==> config.mk <==
export PLATFORM = sky130hd
export DESIGN_NAME = uart_vram_loader_flat
export DESIGN_NICKNAME = d
export VERILOG_FILES = /design/src/rtl/uart_vram_loader_if.sv /design/src/rtl/uart_vram_loader.sv /design/src/flat_wrapper.sv
export SDC_FILE = /design/constraint.sdc
export NUM_CORES = 1
export LEC_CHECK = 0
export BUFFER_PORTS_ARGS = -buffer_cell sky130_fd_sc_hd__buf_2
export CAP_MARGIN = 20
export CORE_AREA = 3 3 107 89
export CTS_CLUSTER_DIAMETER = 150
export DETAILED_ROUTE_END_ITERATION = 7
export DIE_AREA = 0 0 110 92
export GPL_TIMING_DRIVEN = 0
export PLACE_DENSITY = 0.77
export RECOVER_POWER = 50
export SLEW_MARGIN = 20
export SYNTH_ARGS = -nofsm -noshare
export SYNTH_HDL_FRONTEND = slang
export SYNTH_SLANG_ARGS = --single-unit
==> constraint.sdc <==
create_clock -name clk -period 2.3 [get_ports clk]
set_input_delay 0.46 -clock clk [delete_from_list [all_inputs] [get_ports clk]]
set_output_delay 0.46 -clock clk [all_outputs]
set_load 0.01 [all_outputs]
==> src/rtl/uart_vram_loader_if.sv <==
// UART byte stream and VRAM port A signals seen by the loader.
// The loader drives through master; the UART/VRAM side uses slave.
interface uart_vram_loader_if #(
  parameter int unsigned ADDR_W = 14
) ();
  logic [7:0]        rx_data;
  logic              rx_done;
  logic [7:0]        tx_data;
  logic              tx_wr;
  logic              tx_done;
  logic [ADDR_W-1:0] vram_addr;
  logic [7:0]        vram_di;
  logic              vram_we;
  logic              busy;
  logic              overrun;
  logic              timeout;

  modport master (
    input  rx_data, rx_done, tx_done,
    output tx_data, tx_wr, vram_addr, vram_di, vram_we, busy, overrun, timeout
  );

  modport slave (
    output rx_data, rx_done, tx_done,
    input  tx_data, tx_wr, vram_addr, vram_di, vram_we, busy, overrun, timeout
  );
endinterface

==> src/rtl/uart_vram_loader.sv <==
// Command-driven UART-to-VRAM loader: 'A' sets the address, 'W' writes a block,
// 'C' returns and clears the running checksum. Every accepted byte is echoed.
module uart_vram_loader #(
  parameter int unsigned ADDR_W         = 14,
  parameter int unsigned TIMEOUT_CYCLES = 25000000
) (
  input  logic               clk,
  input  logic               rst,
  uart_vram_loader_if.master bus
);
  localparam int unsigned TW = $clog2(TIMEOUT_CYCLES + 1);

  typedef enum logic [2:0] {
    S_IDLE,
    S_ADDR_LO,
    S_ADDR_HI,
    S_LEN_LO,
    S_LEN_HI,
    S_DATA
  } state_t;

  state_t            state_q;
  logic [ADDR_W-1:0] addr_q;
  logic [15:0]       count_q;
  logic [7:0]        checksum_q;
  logic [TW-1:0]     tcnt_q;
  logic [1:0]        rx_hist_q;
  logic              tx_pending_q;
  logic [7:0]        tx_data_q;
  logic              tx_wr_q;
  logic [7:0]        vram_di_q;
  logic              vram_we_q;
  logic              overrun_q;
  logic              timeout_q;

  logic              drop_d;
  logic              accept_d;
  logic [7:0]        echo_d;
  logic              tmo_hit_d;
  logic [15:0]       len_d;

  always_comb begin
    drop_d    = bus.rx_done && (rx_hist_q != 2'b00);
    accept_d  = bus.rx_done && (rx_hist_q == 2'b00);
    echo_d    = ((state_q == S_IDLE) && (bus.rx_data == 8'h43)) ? checksum_q : bus.rx_data;
    tmo_hit_d = (tcnt_q == TW'(TIMEOUT_CYCLES - 1));
    len_d     = {bus.rx_data, count_q[7:0]};
  end

  always_ff @(posedge clk) begin
    if (rst) begin
      state_q      <= S_IDLE;
      addr_q       <= '0;
      count_q      <= '0;
      checksum_q   <= '0;
      tcnt_q       <= '0;
      rx_hist_q    <= '0;
      tx_pending_q <= 1'b0;
      tx_data_q    <= '0;
      tx_wr_q      <= 1'b0;
      vram_di_q    <= '0;
      vram_we_q    <= 1'b0;
      overrun_q    <= 1'b0;
      timeout_q    <= 1'b0;
    end else begin
      rx_hist_q <= {rx_hist_q[0], bus.rx_done};
      tx_wr_q   <= 1'b0;
      vram_we_q <= 1'b0;
      // Address advances the cycle after the strobe so the write sees the old value.
      if (vram_we_q) addr_q <= addr_q + ADDR_W'(1);
      if (bus.tx_done) tx_pending_q <= 1'b0;
      if (drop_d) overrun_q <= 1'b1;

      if (accept_d) begin
        tcnt_q <= '0;
        if (tx_pending_q) begin
          overrun_q <= 1'b1;
        end else begin
          tx_wr_q      <= 1'b1;
          tx_data_q    <= echo_d;
          tx_pending_q <= 1'b1;
        end

        case (state_q)
          S_IDLE: begin
            if (bus.rx_data == 8'h41) state_q <= S_ADDR_LO;
            else if (bus.rx_data == 8'h57) state_q <= S_LEN_LO;
            else if (bus.rx_data == 8'h43) checksum_q <= '0;
          end
          S_ADDR_LO: begin
            addr_q[7:0] <= bus.rx_data;
            state_q     <= S_ADDR_HI;
          end
          S_ADDR_HI: begin
            addr_q[ADDR_W-1:8] <= bus.rx_data[ADDR_W-9:0];
            state_q            <= S_IDLE;
          end
          S_LEN_LO: begin
            count_q[7:0] <= bus.rx_data;
            state_q      <= S_LEN_HI;
          end
          S_LEN_HI: begin
            count_q[15:8] <= bus.rx_data;
            state_q       <= (len_d == 16'd0) ? S_IDLE : S_DATA;
          end
          S_DATA: begin
            vram_we_q  <= 1'b1;
            vram_di_q  <= bus.rx_data;
            checksum_q <= checksum_q + bus.rx_data;
            count_q    <= count_q - 16'd1;
            if (count_q == 16'd1) state_q <= S_IDLE;
          end
          default: state_q <= S_IDLE;
        endcase
      end else if (state_q == S_IDLE) begin
        tcnt_q <= '0;
      end else if (tmo_hit_d) begin
        state_q   <= S_IDLE;
        timeout_q <= 1'b1;
        count_q   <= '0;
        tcnt_q    <= '0;
      end else begin
        tcnt_q <= tcnt_q + TW'(1);
      end
    end
  end

  assign bus.tx_data   = tx_data_q;
  assign bus.tx_wr     = tx_wr_q;
  assign bus.vram_addr = addr_q;
  assign bus.vram_di   = vram_di_q;
  assign bus.vram_we   = vram_we_q;
  assign bus.busy      = (state_q != S_IDLE);
  assign bus.overrun   = overrun_q;
  assign bus.timeout   = timeout_q;
endmodule

==> src/flat_wrapper.sv <==
// flat-port wrapper written by rule: the top's interface ports become plain ports
module uart_vram_loader_flat 
#(
  parameter int unsigned ADDR_W         = 14,
  parameter int unsigned TIMEOUT_CYCLES = 25000000
)
  (clk, rst, bus_rx_data, bus_rx_done, bus_tx_done, bus_tx_data, bus_tx_wr, bus_vram_addr, bus_vram_di, bus_vram_we, bus_busy, bus_overrun, bus_timeout);
  uart_vram_loader_if #(.ADDR_W(ADDR_W)) bus_i ();
  input  logic clk;
  input  logic rst;
  input wire logic [$bits(bus_i.rx_data)-1:0] bus_rx_data;
  input wire logic [$bits(bus_i.rx_done)-1:0] bus_rx_done;
  input wire logic [$bits(bus_i.tx_done)-1:0] bus_tx_done;
  output wire logic [$bits(bus_i.tx_data)-1:0] bus_tx_data;
  output wire logic [$bits(bus_i.tx_wr)-1:0] bus_tx_wr;
  output wire logic [$bits(bus_i.vram_addr)-1:0] bus_vram_addr;
  output wire logic [$bits(bus_i.vram_di)-1:0] bus_vram_di;
  output wire logic [$bits(bus_i.vram_we)-1:0] bus_vram_we;
  output wire logic [$bits(bus_i.busy)-1:0] bus_busy;
  output wire logic [$bits(bus_i.overrun)-1:0] bus_overrun;
  output wire logic [$bits(bus_i.timeout)-1:0] bus_timeout;
  assign bus_i.rx_data = bus_rx_data;
  assign bus_i.rx_done = bus_rx_done;
  assign bus_i.tx_done = bus_tx_done;
  assign bus_tx_data = bus_i.tx_data;
  assign bus_tx_wr = bus_i.tx_wr;
  assign bus_vram_addr = bus_i.vram_addr;
  assign bus_vram_di = bus_i.vram_di;
  assign bus_vram_we = bus_i.vram_we;
  assign bus_busy = bus_i.busy;
  assign bus_overrun = bus_i.overrun;
  assign bus_timeout = bus_i.timeout;
  uart_vram_loader #(.ADDR_W(ADDR_W), .TIMEOUT_CYCLES(TIMEOUT_CYCLES)) u_core (.clk(clk), .rst(rst), .bus(bus_i));
endmodule
* Word-level counts from Yosys, hierarchy flattened
Cells that the tools add are included.
** Word-level totals
- Bits of input ports :: 12
- Register bits after elaboration :: 89
** Cells by class
- Add/sub/neg operators :: 4
- Multiplexer cells :: 30
- Eq/ne operators :: 18
- Reduce and logical (&&, ||, !) cells :: 19
- Bitwise operators :: 3
** Operators by type and width (count)
- $mux 16 :: 3
- $pmux 8 s2 :: 3
- $mux 8 :: 5
- $mux 14 :: 2
- $add 25x1->25 const B :: 1
- $eq 25x25->1 const B :: 1
- $eq 8x7->1 const B :: 3
- $mux 3 :: 7
- $eq 16x1->1 const B :: 1
- $logic_not 16->1 :: 1
- $sub 16x1->16 const B :: 1
- $pmux 3 s5 :: 1
- $add 14x1->14 const B :: 1
- $ne 3x3->1 const B :: 3
- $reduce_and 3->1 :: 3
- $add 8x8->8 :: 1
- $mux 1 :: 8
- $eq 3x2->1 const B :: 2
- $eq 3x3->1 const B :: 2
- $mux 6 :: 1
- $reduce_bool 2->1 :: 3
- $reduce_and 5->1 :: 1
- $ne 2x1->1 const B :: 2
- $ne 2x2->1 const B :: 2
- other kinds (11) :: 16

* Longest topological paths before layout
Gate-level depths: netlist (run 1).
- Depth in word-level cells :: 5
- Depth in mapped cells :: 8

* Least setup slack after synthesis (run 1)
Ideal clock, no wire load.
- Kind :: register to register
- Start point :: reg u_core.tcnt_q[0]
- End point :: reg u_core.count_q[6]
- Setup time :: 117 ps
- Period minus slack after synthesis :: 2068 ps
- Arrival time :: 1950 ps
- Stages on the path, launching flop included :: 7
- Path slack :: 232 ps
- Cell sequence :: dfxtp_1 -> ha_1 -> nand2_1 -> or3_4 -> o31a_1 -> or3_1 -> a32o_1
** On the way
- Longest elaborated chain between the ends :: 3
** Ends and longest elaborated chain
- from (decl) :: line uart_vram_loader.sv:26 : logic [TW-1:0] tcnt_q;
- from (signal assigned) :: line uart_vram_loader.sv:123 : tcnt_q <= tcnt_q + TW'(1);
- $eq 25x25->1 :: line uart_vram_loader.sv:46 : tmo_hit_d = (tcnt_q == TW'(TIMEOUT_CYCLES - 1));
- $reduce_bool 2->1 (no source line)
- $reduce_and 3->1 (no source line)
- to (signal assigned) :: line uart_vram_loader.sv:99 : count_q[7:0] <= bus.rx_data;
- to (signal assigned) :: line uart_vram_loader.sv:110 : count_q <= count_q - 16'd1;
- to (decl) :: line uart_vram_loader.sv:24 : logic [15:0] count_q;
No other way between the ends.
A chain may end at the register's enable or synchronous reset.

* Final worst setup path (run 1)
- Start point :: reg u_core.rx_hist_q[1]
- End point :: reg u_core.count_q[14]
** On the way
- Longest elaborated chain between the ends :: 4
** Ends and longest elaborated chain
- from (decl) :: line uart_vram_loader.sv:27 : logic [1:0] rx_hist_q;
- from (signal assigned) :: line uart_vram_loader.sv:66 : rx_hist_q <= {rx_hist_q[0], bus.rx_done};
- $logic_not 2->1 (*) :: line uart_vram_loader.sv:44 : accept_d = bus.rx_done && (rx_hist_q == 2'b00);
- $logic_and 1x1->1 (*) :: line uart_vram_loader.sv:44
- $ne 3x3->1 (no source line) (tied with other cells)
- $reduce_and 3->1 (no source line)
- to (signal assigned) :: line uart_vram_loader.sv:103 : count_q[15:8] <= bus.rx_data;
- to (signal assigned) :: line uart_vram_loader.sv:110
Mark *: on every way between the ends. The rest lies on a longest branch, timed or not.

==> flow_summary.yaml, run 1 <==
run_status:
  status: "finished clean"
power:
  seqPwrFrac_pct: 52.7
  power.density_cell_area_nw_per_um2: 566.4
  share_comb_of_total_power_pct: 6.3
  clock_power_share_pct: 41.0
  cellLeakagePower_uw: 0.001756
  post-layout-total-power_uw: 2974
  p_sw_share_pct: 24.83
  intPower_uw: 2236
  vdd_drop_max_v: 0.0003101
  net-switching-power_uw: 738.4
logic_synthesis:
  syn_area_um2: 4637
  synth_top_cell_area_share_pct: 38.42
  ys_top_cells_by_area: "sky130_fd_sc_hd__dfxtp_1 (38%), sky130_fd_sc_hd__nor2_1 (6.2%), sky130_fd_sc_hd__nand2_1 (4.3%), sky130_fd_sc_hd__xor2_1 (4.0%), sky130_fd_sc_hd__xnor2_1 (3.6%)"
  syn_avg_cell_area_um2: 8.178
  sequential_element_share_of_the_synthesized_area_pct: 38.42
  yosys.cell_count.top_type: "sky130_fd_sc_hd__dfxtp_1"
  synthesis.nets: 591
  synth.top_cells.by_count: "sky130_fd_sc_hd__dfxtp_1 (89), sky130_fd_sc_hd__nor2_1 (77), sky130_fd_sc_hd__nand2_1 (53)"
  ys.warnings.count: 0
  asyncSetResetFlopFracSynth_pct: 0
  leading_register_cell_type_out_of_synthesis: "sky130_fd_sc_hd__dfxtp_1"
  synthDominantAreaCellType: "sky130_fd_sc_hd__dfxtp_1"
  yosys_register_bits: 89
  synth_edf_count: 0
  post_synth_num_cell_types: 61
  synthesis.instances: 567
floorplan:
  floorplan.die.width_um: 110
  die_area_um2: 10120
  die_height_um: 92
  top_level_ports: 47
  row_count: 30
  coreArea_um2: 8446
  floorplan.initialDensity_pct: 54.90
global_route:
  grt_pass1_wl_mm: 20.18
  globalRouteMet2Util_pct: 36.67
  grt.overflow.total: 0
  largest_net_degree_at_the_start_of_global_routing: 17
  initial_antenna_violation_count: 0
  top_usage_layer: "met1"
  global_route.usage.total_pct: 24.97
  grt_pass1_vias: 4104
  grt.met3_usage_pct: 4.715
  globalRouteMet1Util_pct: 37.25
detailed_routing:
  detail_route.wl_per_cell_um: 16.89
  wl_mm: 12.51
  drt_first_pass_iters: 6
  drc_errors: 0
  postRouteAntennaNets: 0
  route.vias.total: 4528
  detailedRoute.firstIterationViolations: 416
  vias_per_cell: 6.111
clocking:
  cts_tree: "done"
  cts_buffer_depth: 2
  cts_hold_repair.buffers: 0
  clock_latency_ps: 370
  numClockSinks: 89
  htreeDepth: 3
  ctsRootBufferMaster: "sky130_fd_sc_hd__clkbuf_8"
  clk_pin_slew_ps: 90
  cts_buffers: 9
layout:
  num-fill-cells: 774
  footprint_of_the_multi_input_gates_um2: 2699
  num-nets-final: 648
  sequential_cell_area_um2: 1784
  diodes: 0
  layout-drive-gt1-share_pct: 9.221
  syn2layout_area_growth_pct: 13.25
sta:
  timing_hold_violations_final: 0
  max-slew-margin-rel_pct: 46.80
  layout_min_cycle_time_ps: 2224
  maxSlewViolCount: 0
  finClkSkew_ps: 12.41
  post-route-period-util_pct: 96.71
  tightest_slew_ps: 791.4
  max_clock_freq_mhz: 449.6
  post-route-worst-setup-slack_ps: 75.78
  setup_viol: 0
critical_path:
  rrSetupSlack_ps: 80
  critPathMaxFanout: 10
  reg2reg_depth: 5
  cp_data_required_time_ps: 2570
  critical_path_arrival_ps: 2490
  critical_path_class: "reg2reg"
  critical_path.reg2reg.endpoint: "u_core.count_q[14]"
  cp-end-kind: "flip-flop"
  r2r_start: "u_core.rx_hist_q[1]"
  critPathLaunchType: "flip-flop"
placement:
  hpwl_mm: 8.928
  place_ws_ps: -77.47
  gp_routability_congestion: 0.9065
  io_buffer_count: 44
min_path:
  min_from: "bus_tx_done"
  holdPathStages: 4
  worstHoldPathType: "in2reg"
  holdPathEnd: "u_core.tx_pending_q"
job:
  maxCapViolCount: 0
## cells by family after synthesis
family                     after synthesis  synth area share (%)
muxes                                    4                0.9174
adders and majority gates               12                 3.400
AOI/OAI and AO/OA                      123                 18.70
DFF                                     89                 38.42
and+or+nand+nor                        248                 26.74
buffers and inverters                   51                 4.263
xor gates and xnor gates                40                 7.555
## worst max path at each step
stage	startpoint	endpoint
2_1_floorplan	u_core.tcnt_q[0]	u_core.count_q[6]
3_3_place_gp	bus_rx_data[2]	u_core.bus.tx_data[6]
3_5_place_dp	bus_rx_done	u_core.checksum_q[6]
4_1_cts	u_core.tcnt_q[11]	u_core.state_q[1]
5_1_grt	u_core.tcnt_q[1]	u_core.count_q[11]
6_report	u_core.rx_hist_q[1]	u_core.count_q[14]
## placed cells by master, fill, tap and decap left out, types with 3 or more instances in the layout
cell type / n
sky130_fd_sc_hd__nor3_1: 14
sky130_fd_sc_hd__ha_1: 11
sky130_fd_sc_hd__and2_1: 4
sky130_fd_sc_hd__xnor2_1: 19
sky130_fd_sc_hd__and3_1: 6
sky130_fd_sc_hd__dfxtp_1: 87
sky130_fd_sc_hd__buf_4: 5
sky130_fd_sc_hd__o21a_1: 4
sky130_fd_sc_hd__nand3_1: 27
sky130_fd_sc_hd__buf_2: 14
sky130_fd_sc_hd__inv_1: 20
sky130_fd_sc_hd__nor4b_1: 3
sky130_fd_sc_hd__nand3b_1: 6
sky130_fd_sc_hd__a211oi_1: 20
sky130_fd_sc_hd__o21ai_0: 11
sky130_fd_sc_hd__a31o_2: 4
sky130_fd_sc_hd__xor2_1: 21
sky130_fd_sc_hd__nor2b_1: 6
sky130_fd_sc_hd__a21o_1: 4
sky130_fd_sc_hd__a221oi_1: 4
sky130_fd_sc_hd__nand4_1: 18
sky130_fd_sc_hd__clkbuf_1: 55
sky130_fd_sc_hd__nand2_1: 53
sky130_fd_sc_hd__o211ai_1: 8
sky130_fd_sc_hd__nor4_1: 7
sky130_fd_sc_hd__nand4b_1: 3
sky130_fd_sc_hd__a21oi_1: 33
sky130_fd_sc_hd__a32o_1: 4
sky130_fd_sc_hd__clkbuf_8: 9
sky130_fd_sc_hd__o2111ai_1: 7
sky130_fd_sc_hd__o32ai_1: 4
sky130_fd_sc_hd__o22ai_1: 3
sky130_fd_sc_hd__nor2_1: 76
sky130_fd_sc_hd__or3_1: 6
## cell type report
cell class / instances / share of cell area (%)
Multi-Input combinational cell: 427 / 51.39
Sequential cell: 89 / 33.98
Timing Repair Buffer: 48 / 3.955
Tap cell: 112 / 2.669
Clock buffer: 9 / 2.359
Buffer: 28 / 2.216
Clock inverter: 7 / 1.930
Inverter: 21 / 1.501
## flip-flops by register name, summed over array words and instances (netlist names), 2 cells and up
name                  flops
u_core.bus.tx_data        8
u_core.bus.vram_addr     14
u_core.bus.vram_di        8
u_core.checksum_q         8
u_core.count_q           16
u_core.rx_hist_q          2
u_core.state_q            3
u_core.tcnt_q            25
## metal layers
metal	wire length, um	vias up
met4	141	0
met2	5479	183
met1	6036	2154
li1	-	2177
met5	0	-
met3	856	14
## power by group through the flow
stage | logic (uW) | clock network, uW | registers [uW]
5_1_grt | 202 | 1300 | 1570
3_5_place_dp | 183 | 0 | 1600
6_report | 186 | 1220 | 1570
4_1_cts | 185 | 1230 | 1570
3_3_place_gp | 179 | 0 | 1600
2_1_floorplan | 102 | 0 | 1610
## stage by stage
stage | cells | instance area [um2] | TNS [ps] | hold WS [ps] | utilization [%]
2_1_floorplan | 567 | 4637 | 0 | 422.1 | -
3_3_place_gp | 723 | 4997 | -160.6 | 435.8 | 59.17
3_5_place_dp | 723 | 4997 | -543.2 | 444.8 | 59.17
4_1_cts | 739 | 5225 | 0 | 338.6 | 61.87
5_1_grt | 741 | 5251 | -38.61 | 352.9 | 62.18
6_report | 741 | 5251 | 0 | 350.5 | 62.18
## critical path, cell delays in order, from the launching register on
cell,delay (ps)
sky130_fd_sc_hd__dfxtp_1,350
sky130_fd_sc_hd__or3b_2,510
sky130_fd_sc_hd__buf_2,230
sky130_fd_sc_hd__nor3_2,520
sky130_fd_sc_hd__o22ai_1,210
sky130_fd_sc_hd__a32o_1,290
## repair_timing
item,4_1_cts,5_1_grt
pin swaps,0,3
gates resized for setup,1,16
gates cloned,0,0
buffers inserted,0,4
setup endpoints to repair,1,42
Note: power is estimated with default switching activity, not from simulation.
==> inputs of run 2 (changes only) <==
- RECOVER_POWER: 50 -> not set
==> flow_summary.yaml, run 2 (synthesis results as in run 1) <==
critical_path:
  rrSetupSlack_ps: 90
  critPathLaunchType: "flip-flop"
  cp-end-kind: "flip-flop"
  critical_path_class: "reg2reg"
  critical_path_arrival_ps: 2480
  r2r_start: "u_core.tcnt_q[17]"
  cp_data_required_time_ps: 2570
  critPathMaxFanout: 9
  reg2reg_depth: 7
  critical_path.reg2reg.endpoint: "u_core.count_q[6]"
  timing.critical_path.from: "u_core.tcnt_q[17]"
floorplan:
  floorplan.initialDensity_pct: 54.90
  coreArea_um2: 8446
  die_area_um2: 10120
  floorplan.die.width_um: 110
  die_height_um: 92
  top_level_ports: 47
  row_count: 30
global_route:
  global_route.usage.total_pct: 24.97
  initial_antenna_violation_count: 0
  grt_pass1_vias: 4104
  grt.overflow.total: 0
  grt_pass1_wl_mm: 20.18
  largest_net_degree_at_the_start_of_global_routing: 17
layout:
  largest_register_ff_count: 25
  num-fill-cells: 748
  diodes: 0
  layout-drive-gt1-share_pct: 14.94
  leading_cell_type_in_the_layout_fill_and_taps_excluded: "sky130_fd_sc_hd__dfxtp_1"
  syn2layout_area_growth_pct: 14.22
  max_flop_register: "u_core.tcnt_q"
  sequential_cell_area_um2: 1784
  mostFrequentLayoutCells: "sky130_fd_sc_hd__dfxtp_1 (87), sky130_fd_sc_hd__nor2_1 (76), sky130_fd_sc_hd__nand2_1 (53)"
  footprint_of_the_multi_input_gates_um2: 2701
  num-nets-final: 648
placement:
  gp_routability_congestion: 0.9065
  hpwl_mm: 8.928
  place_ws_ps: -77.47
  io_buffer_count: 44
sta:
  post-route-worst-setup-slack_ps: 91.70
  max-slew-margin-rel_pct: 46.79
  maxSlewViolCount: 0
  timing_hold_violations_final: 0
  post-route-period-util_pct: 96.01
  finClkSkew_ps: 12.88
  tightest_slew_ps: 791.6
  layout_min_cycle_time_ps: 2208
  setup_viol: 0
  max_clock_freq_mhz: 452.8
  tns_ps: 0
power:
  vdd_drop_max_v: 0.0003132
  power.density_cell_area_nw_per_um2: 562.4
  cellLeakagePower_uw: 0.001895
  post-layout-total-power_uw: 2978
detailed_routing:
  vias_per_cell: 6.066
  wl_mm: 12.52
  drt_first_pass_iters: 5
  route.vias.total: 4495
  detail_route.wl_per_cell_um: 16.90
  drc_errors: 0
  postRouteAntennaNets: 0
  detailedRoute.firstIterationViolations: 422
min_path:
  worstHoldPathType: "in2reg"
  holdPathEnd: "u_core.tx_pending_q"
  holdPathStages: 4
  min_from: "bus_tx_done"
clocking:
  cts_tree: "done"
  htreeDepth: 3
  ctsRootBufferMaster: "sky130_fd_sc_hd__clkbuf_8"
  clk_pin_slew_ps: 90
  numClockSinks: 89
  cts_buffer_depth: 2
  clock_latency_ps: 370
  cts_hold_repair.buffers: 0
  cts_buffers: 9
job:
  maxCapViolCount: 0
run_status:
  status: "finished clean"
==> run 2: cell count changes in the layout (fill, tap and decap cells not counted), sizes merged <==
cell    delta
clkbuf    -36
buf       +36
==> run 2: through the flow <==
step	hold WS [ps]	area, um2	utilization, %	std cells
after floorplan	422.1	4637	-	567
after global placement	435.8	4997	59.17	723
after detailed placement	444.8	4997	59.17	723
after CTS	338.6	5225	61.87	739
after global routing	352.9	5296	62.71	741
final	349.1	5296	62.71	741
==> run 2: cell type report <==
type	instances	share of cell area, %
well taps	112	2.646
inverters	21	1.488
plain buffers	28	2.197
multi-input cells	427	51.00
repair buffers	48	4.725
clock buffers	9	2.339
clock inverters	7	1.914
flip-flops and latches	89	33.69
==> run 2: where the power goes <==
part,internal (uW),switching (uW)
registers,1560,10.0
clock network,621,599
logic,61.0,129
==> run 2: worst max path at each step <==
stage	slack (ps)	cells after the start	endpoint
global route	-2	5	u_core.count_q[11]
finish	90	7	u_core.count_q[6]
detailed placement	-80	8	u_core.checksum_q[6]
CTS	40	5	u_core.state_q[1]
global placement	-40	7	u_core.bus.tx_data[6]
floorplan	230	6	u_core.count_q[6]
==> run 2: per-layer routing <==
metal  global-route usage (%)  up-vias  share of wire, %
li1                         -     2170                 -
met1                    37.25     2143                47
met2                    36.67      169                44
met3                    4.715       13               6.9
met4                    6.438        0               1.1
met5                        0        -                 0
==> run 2: worst max-delay path, cell delays in order (launching register included) <==
cell and delay [ps]:
sky130_fd_sc_hd__dfxtp_1 300, sky130_fd_sc_hd__buf_2 170, sky130_fd_sc_hd__nor4b_2 290, sky130_fd_sc_hd__nand4b_1 130
sky130_fd_sc_hd__buf_4 180, sky130_fd_sc_hd__o31a_1 380, sky130_fd_sc_hd__or3_1 400, sky130_fd_sc_hd__a32o_1 260
==> run 2: what timing repair did <==
action                     CTS  global route
resized for setup            1            16
setup endpoints to repair    1            42
pin swaps                    0             3
setup buffers                0             4
